--- src/rtl/floating_point_multiplier_arbiter_pkg.sv ---
// Shared types and width helpers for the shared floating point multiplier arbiter.
package fp_mul_arb_pkg;

  localparam int MAX_TAG_WIDTH = 8;

  function automatic int fp_width(input int exp_width, input int frac_width);
    return 1 + exp_width + frac_width;
  endfunction

  function automatic int tag_width(input int num_req);
    return (num_req > 1) ? $clog2(num_req) : 1;
  endfunction

  // Tag field is sized for the largest supported requester count; unused upper bits stay zero.
  typedef struct packed {
    logic                     valid;
    logic [MAX_TAG_WIDTH-1:0] tag;
  } tag_entry_t;

endpackage

--- src/rtl/floating_point_multiplier_arbiter_rr.sv ---
// Round-robin arbiter: combinational grant search starting at the pointer, pointer owned here.
module round_robin_arbiter
  import fp_mul_arb_pkg::*;
#(
  parameter int NUM_REQ = 4,
  localparam int TAG_WIDTH = tag_width(NUM_REQ)
) (
  input  logic                 clk,
  input  logic                 rst,
  input  logic [NUM_REQ-1:0]   req,
  input  logic                 advance,
  output logic [NUM_REQ-1:0]   grant,
  output logic [TAG_WIDTH-1:0] grant_idx
);

  logic [TAG_WIDTH-1:0] ptr;
  logic                 found;
  int                   cand;

  always_comb begin
    grant     = '0;
    grant_idx = '0;
    found     = 1'b0;
    cand      = 0;
    for (int k = 0; k < NUM_REQ; k++) begin
      cand = int'(ptr) + k;
      if (cand >= NUM_REQ) cand = cand - NUM_REQ;
      if (!found && req[cand]) begin
        found       = 1'b1;
        grant[cand] = 1'b1;
        grant_idx   = TAG_WIDTH'(cand);
      end
    end
  end

  // The winner moves to lowest priority for the next search.
  always_ff @(posedge clk or posedge rst) begin
    if (rst) begin
      ptr <= '0;
    end else if (advance) begin
      ptr <= (int'(grant_idx) == NUM_REQ - 1) ? '0 : grant_idx + 1'b1;
    end
  end

endmodule

--- src/rtl/floating_point_multiplier_arbiter.sv ---
// Shares one fixed-latency FP multiplier among NUM_REQ requesters, steering each product
// back to its originator through a tag pipe that runs alongside the multiplier.
module floating_point_multiplier_arbiter
  import fp_mul_arb_pkg::*;
#(
  parameter int EXP_WIDTH   = 8,
  parameter int FRAC_WIDTH  = 23,
  parameter int NUM_REQ     = 4,
  parameter int MUL_LATENCY = 2,
  localparam int FP_WIDTH_REG = fp_width(EXP_WIDTH, FRAC_WIDTH),
  localparam int TAG_WIDTH    = tag_width(NUM_REQ)
) (
  input  logic                            clk_i,
  input  logic                            rst_i,
  input  logic [NUM_REQ-1:0]              req_valid_i,
  output logic [NUM_REQ-1:0]              req_ready_o,
  input  logic [NUM_REQ*FP_WIDTH_REG-1:0] req_a_i,
  input  logic [NUM_REQ*FP_WIDTH_REG-1:0] req_b_i,
  output logic [FP_WIDTH_REG-1:0]         mul_a_o,
  output logic [FP_WIDTH_REG-1:0]         mul_b_o,
  output logic                            mul_valid_o,
  input  logic [FP_WIDTH_REG-1:0]         mul_fp_i,
  input  logic                            mul_valid_i,
  output logic [FP_WIDTH_REG-1:0]         rsp_fp_o,
  output logic [NUM_REQ-1:0]              rsp_valid_o,
  output logic                            busy_o,
  output logic                            error_o
);

  logic [NUM_REQ-1:0]   grant;
  logic [TAG_WIDTH-1:0] grant_idx;
  logic                 transfer;
  logic [TAG_WIDTH-1:0] issue_tag;
  tag_entry_t           tag_pipe [MUL_LATENCY];
  tag_entry_t           tail;
  logic                 pipe_busy;

  round_robin_arbiter #(.NUM_REQ(NUM_REQ)) u_arb (
    .clk       (clk_i),
    .rst       (rst_i),
    .req       (req_valid_i),
    .advance   (transfer),
    .grant     (grant),
    .grant_idx (grant_idx)
  );

  assign req_ready_o = grant;
  assign transfer    = |(req_valid_i & grant);

  always_ff @(posedge clk_i or posedge rst_i) begin
    if (rst_i) begin
      mul_valid_o <= 1'b0;
      mul_a_o     <= '0;
      mul_b_o     <= '0;
      issue_tag   <= '0;
    end else begin
      mul_valid_o <= transfer;
      if (transfer) begin
        mul_a_o   <= req_a_i[int'(grant_idx)*FP_WIDTH_REG +: FP_WIDTH_REG];
        mul_b_o   <= req_b_i[int'(grant_idx)*FP_WIDTH_REG +: FP_WIDTH_REG];
        issue_tag <= grant_idx;
      end
    end
  end

  // Entry 0 trails mul_valid_o by one cycle, so the tail lines up with mul_valid_i.
  always_ff @(posedge clk_i or posedge rst_i) begin
    if (rst_i) begin
      for (int i = 0; i < MUL_LATENCY; i++) tag_pipe[i] <= '0;
    end else begin
      tag_pipe[0] <= '{valid: mul_valid_o, tag: MAX_TAG_WIDTH'(issue_tag)};
      for (int i = 1; i < MUL_LATENCY; i++) tag_pipe[i] <= tag_pipe[i-1];
    end
  end

  assign tail = tag_pipe[MUL_LATENCY-1];

  always_ff @(posedge clk_i or posedge rst_i) begin
    if (rst_i) begin
      rsp_fp_o    <= '0;
      rsp_valid_o <= '0;
      error_o     <= 1'b0;
    end else begin
      rsp_valid_o <= '0;
      if (mul_valid_i && tail.valid) begin
        rsp_fp_o    <= mul_fp_i;
        rsp_valid_o <= {{(NUM_REQ-1){1'b0}}, 1'b1} << tail.tag;
      end
      if (mul_valid_i != tail.valid) error_o <= 1'b1;
    end
  end

  always_comb begin
    pipe_busy = 1'b0;
    for (int i = 0; i < MUL_LATENCY; i++) pipe_busy = pipe_busy | tag_pipe[i].valid;
  end

  assign busy_o = mul_valid_o | pipe_busy | (|rsp_valid_o);

endmodule

--- config.mk ---
export PLATFORM = sky130hd
export DESIGN_NAME = floating_point_multiplier_arbiter
export DESIGN_NICKNAME = d
export VERILOG_FILES = /design/src/rtl/floating_point_multiplier_arbiter_pkg.sv /design/src/rtl/floating_point_multiplier_arbiter_rr.sv /design/src/rtl/floating_point_multiplier_arbiter.sv
export SDC_FILE = /design/constraint.sdc
export NUM_CORES = 1
export LEC_CHECK = 0
export CAP_MARGIN = 40
export CORE_ASPECT_RATIO = 1.1
export CORE_MARGIN = 8
export CORE_UTILIZATION = 25
export DETAILED_ROUTE_END_ITERATION = 12
export GPL_ROUTABILITY_DRIVEN = 0
export PLACE_DENSITY = 0.56
export SETUP_SLACK_MARGIN = 0.05
export SKIP_CTS_REPAIR_TIMING = 1
export SLEW_MARGIN = 15
export SYNTH_ARGS = -nofsm -noshare
export SYNTH_HDL_FRONTEND = slang
export SYNTH_SLANG_ARGS = --single-unit
--- constraint.sdc ---
create_clock -name clk_i -period 3.95 [get_ports clk_i]
set_clock_uncertainty 0.1 [all_clocks]
set_input_delay 0.79 -clock clk_i [delete_from_list [all_inputs] [get_ports clk_i]]
set_output_delay 0.79 -clock clk_i [all_outputs]
set_load 0.01 [all_outputs]
==> results <==
- Among all cell types in the netlist, the one instantiated most often is sky130_fd_sc_hd__and3_1.
- The cell at the root of the clock tree is sky130_fd_sc_hd__clkbuf_16.
- The CTS clock-pin slew for the worst setup and hold paths is around 0.080 ns.
- The post-route fraction of the period consumed by the critical path is 102%.
- The number of rows created at floorplan is 64.
- The maximum clock frequency is 249 MHz.
- Synthesis produced 721 cells.
- The net total in the final layout is approximately 1400.
- The floorplan die area is 33600 um^2.
- For this run, the leading register cell type out of synthesis is sky130_fd_sc_hd__dfrtp_1.
- The final reports fail on negative setup slack.
- The final cell count without fillers is 1469.
- STA classifies the critical path startpoint as an input port.
- Entering global routing, the biggest net connects 71 pins.
- The remaining global-route overflow is 0.
- IR analysis of the VDD net gives a maximum drop of approximately 0.00045 V.
- The sequential share of power is 19.7%.
- The pre-CTS setup slack is -0.115 ns.
- The final critical-path setup slack is -0.0710 ns.
- The clock period minus worst slack is ~4 ns.
- The part of the power in the clock network is 9.4%.
- In this run the register-to-register setup slack is 0.46 ns.
- The share of the Yosys chip area taken by registers is 40.0%.
- The area of the core is approximately 28000 um^2.
- The capturing instance or port of the critical path is req_ready_o[0].
- The endpoint required time on the critical path is ~3 ns.
- The hold violation count in the final report came to 0.
- The worst reg2reg path startpoint is u_arb.ptr[1].
- The placed standard-cell area is 11800 um^2.
- In this run the remaining antenna-violating nets after routing total 0.
- The commonest cells after synthesis are sky130_fd_sc_hd__and3_1 (130), sky130_fd_sc_hd__a211oi_1 (128), sky130_fd_sc_hd__dfrtp_1 (112), sky130_fd_sc_hd__clkbuf_1 (77), sky130_fd_sc_hd__nand4_1 (64).
- Setup repair after global routing could not meet its margin everywhere.
- The routed via count divided by cell count is roughly 5.2.
- Each instance of the synthesized netlist takes up on average approximately 10 um^2.
- The average wire length per cell after detail routing is 22.5 um.
- The share of synthesized flip-flops with an asynchronous set or reset is 100%.
- The number of placed instances, taps included, is 1449.
- The number of buffers added by the clock tree synthesis step is 9.
- The number of nets produced by synthesis is 1023.
- The number of DRC markers in iteration 0 is 455.
- The via count of the first global-routing pass is 7925.
- By startpoint and endpoint, the worst setup path is classified as in -> out.
- The DRC violations left is 0.
- The biggest area consumer among synthesized cells is sky130_fd_sc_hd__dfrtp_1.
- The run finished, with violations left.
- The number of warning messages in the yosys log is 0.
- The worst-margin pin slew is 0.784 ns.
- Tracing the worst setup path back leads to its startpoint at req_valid_i[1].
- After synthesis, the cell types taking the most area are sky130_fd_sc_hd__dfrtp_1 (40%), sky130_fd_sc_hd__a211oi_1 (14%), sky130_fd_sc_hd__and3_1 (12%), sky130_fd_sc_hd__o31ai_1 (5.8%), sky130_fd_sc_hd__nand4_1 (5.7%).
- The critical-path maximum fanout is 11.
- The setup TNS is -0.0710 ns.
- The clock insertion delay at the later pin of the skew report is around 0.35 ns.
- Port buffering added ~400 buffers.
- Cell internal power was estimated by the tool at 0.00583 W.
- The fill cell total of the finished layout is 2764.
- The register bit total from synthesis is 112.
- 402 I/O pins were placed.
- The number of optimization iterations in the first detailed-route pass is 4.
- The final max-slew violation count is 0.
- The share of the synthesized area in the top cell type is 40.0%.
- The via count of the routed design is 7661.
- Net switching is 44.8% of the power.
- Summed over all nets, the half-perimeter wirelength after detailed placement is 25.3 mm.
- Wires add up to 33.1 mm.
- STA puts the critical path data arrival time at 3.13 ns.
- The number of clock sinks is 112.
- The number of antenna violations at the first check in global routing was 5.
- The area growth from synthesis to final layout is 73.5%.
- Yosys mapped a number of flops with a built-in enable equal to 0.
- In the final layout, the share of cells above drive strength 1 is between 10% and 20%.
- The destination of the worst register-to-register timing path is issue_tag[1].
- The first global-routing pass estimated around 49 mm of wire.
- The horizontal die dimension is 176 um.
- The worst reg2reg path depth is 10.
- The initial utilization of the core area, before any placement, comes to about 25%.
- The clock passes through at most 2 buffers.
- The headroom to the max-slew limit is 47.7%.
- The number of failing setup endpoints in the final timing report is 1.
- TritonCTS built the clock tree.
- Once layout is done, the placed cells without fillers occupy ~12000 um^2.
- The analysis attributes to cell leakage a power of 4.95 nW.
- The cell area that synthesis handed to floorplanning was 7000 um^2.
- The count of different cell masters after synthesis is 46.
- From bottom edge to top edge, the die measures 192 um.
- Per report_power, the combinational group accounts for 71.0% of the total.
- The worst setup path is captured at an output port.
- The aggregate global-route resource usage is about a fifth.
- The total net switching power is 0.00474 W.
- Across the run, the number of max-cap violations was 0.
- Dividing total power by cell area gives a power density of around 870 nW/um^2.
- The level count of the clock H-tree is 3.
- The class of the worst hold path is reg -> reg.
flip-flops by register name, indices dropped and copies added, names as in the netlist:
register / flops
mul_a_o: 32
error_o: 1
mul_valid_o: 1
rsp_valid_o: 4
issue_tag: 2
mul_b_o: 32
u_arb.ptr: 2
rsp_fp_o: 32
tag_pipe: 6
critical path: stages:
cell                              delay (ns)
sky130_fd_sc_hd__clkdlybuf4s50_1        0.43
sky130_fd_sc_hd__buf_4                  0.15
sky130_fd_sc_hd__buf_4                  0.16
sky130_fd_sc_hd__mux4_2                 0.50
sky130_fd_sc_hd__and2_1                 0.19
sky130_fd_sc_hd__or4_1                  0.39
sky130_fd_sc_hd__clkdlybuf4s50_1        0.52
kinds of logic after synthesis:
| kind of cell | after synthesis | synth area share (%) |
|---|---|---|
| AO/OA/AOI/OAI | 217 | 24.0 |
| flip-flops | 112 | 40.0 |
| AND/OR/NAND/NOR | 234 | 20.7 |
| XOR/XNOR | 1 | 0.125 |
| buffers and inverters | 105 | 6.11 |
| adder cells (fa/ha/maj) | 7 | 1.25 |
| multiplexers | 45 | 7.77 |
cell type report:
type	instances	area [um^2]	share of cell area [%]
Clock inverter	7	86.3	0.711
Multi-Input combinational cell	504	3870	31.9
Timing Repair Buffer	461	4660	38.4
Tap cell	363	454	3.74
Antenna cell	4	10.0	0.0824
Inverter	9	36.3	0.299
Clock buffer	9	225	1.85
Sequential cell	112	2800	23.1
layer usage:
metal	GRT usage (%)	wire length (um)	part of all wire, %
met2	32.4	16700	50
met4	5.58	603	1.8
met5	0	37	0.11
met1	22.1	13600	41
met3	5.16	2190	6.6
worst min-delay path by stage:
stage / start / endpoint / cells after the start
5_1_grt: tag_pipe[9] / tag_pipe[0] / 0
6_report: tag_pipe[9] / tag_pipe[0] / 0
3_5_place_dp: tag_pipe[9] / tag_pipe[0] / 0
3_3_place_gp: tag_pipe[10] / tag_pipe[1] / 0
4_1_cts: tag_pipe[9] / tag_pipe[0] / 0
2_1_floorplan: tag_pipe[9] / tag_pipe[0] / 0
power by group through the flow:
stage | clock network (W) | registers, W | logic [W]
2_1_floorplan | 0 | 0.00232 | 0.00393
3_3_place_gp | 0 | 0.00207 | 0.00753
3_5_place_dp | 0 | 0.00210 | 0.00757
4_1_cts | 0.00102 | 0.00208 | 0.00758
5_1_grt | 0.00106 | 0.00214 | 0.00811
6_report | 0.000988 | 0.00208 | 0.00750
layout by cell type (no fill, tap or decap), drive strengths merged, types with 3 or more instances in the layout:
master | netlist | routed
a211o | 3 | 3
a21oi | 9 | 9
dlymetal6s2s | 0 | 3
clkdlybuf4s50 | 0 | 398
diode | 0 | 4
mux2i | 6 | 6
nor3b | 3 | 3
ha | 7 | 7
nor2 | 3 | 3
o31ai | 64 | 64
buf | 19 | 60
dfrtp | 112 | 112
inv | 9 | 12
nand2 | 11 | 11
mux2 | 35 | 35
nor3 | 5 | 5
a211oi | 129 | 129
or3b | 3 | 3
mux4 | 4 | 4
clkbuf | 77 | 9
nand4 | 64 | 64
and3 | 130 | 130
stage by stage:
| step | hold WS, ns | total power, W | util, % |
|---|---|---|---|
| final | 0.251 | 0.0106 | 43.8 |
| after global routing | 0.260 | 0.0113 | 43.8 |
| after CTS | 0.253 | 0.0107 | 43.7 |
| after detailed placement | 0.236 | 0.00967 | 42.5 |
| after global placement | 0.233 | 0.00960 | 42.5 |
| after floorplan | 0.231 | 0.00625 | - |
Note: power is estimated with default switching activity, not from simulation.
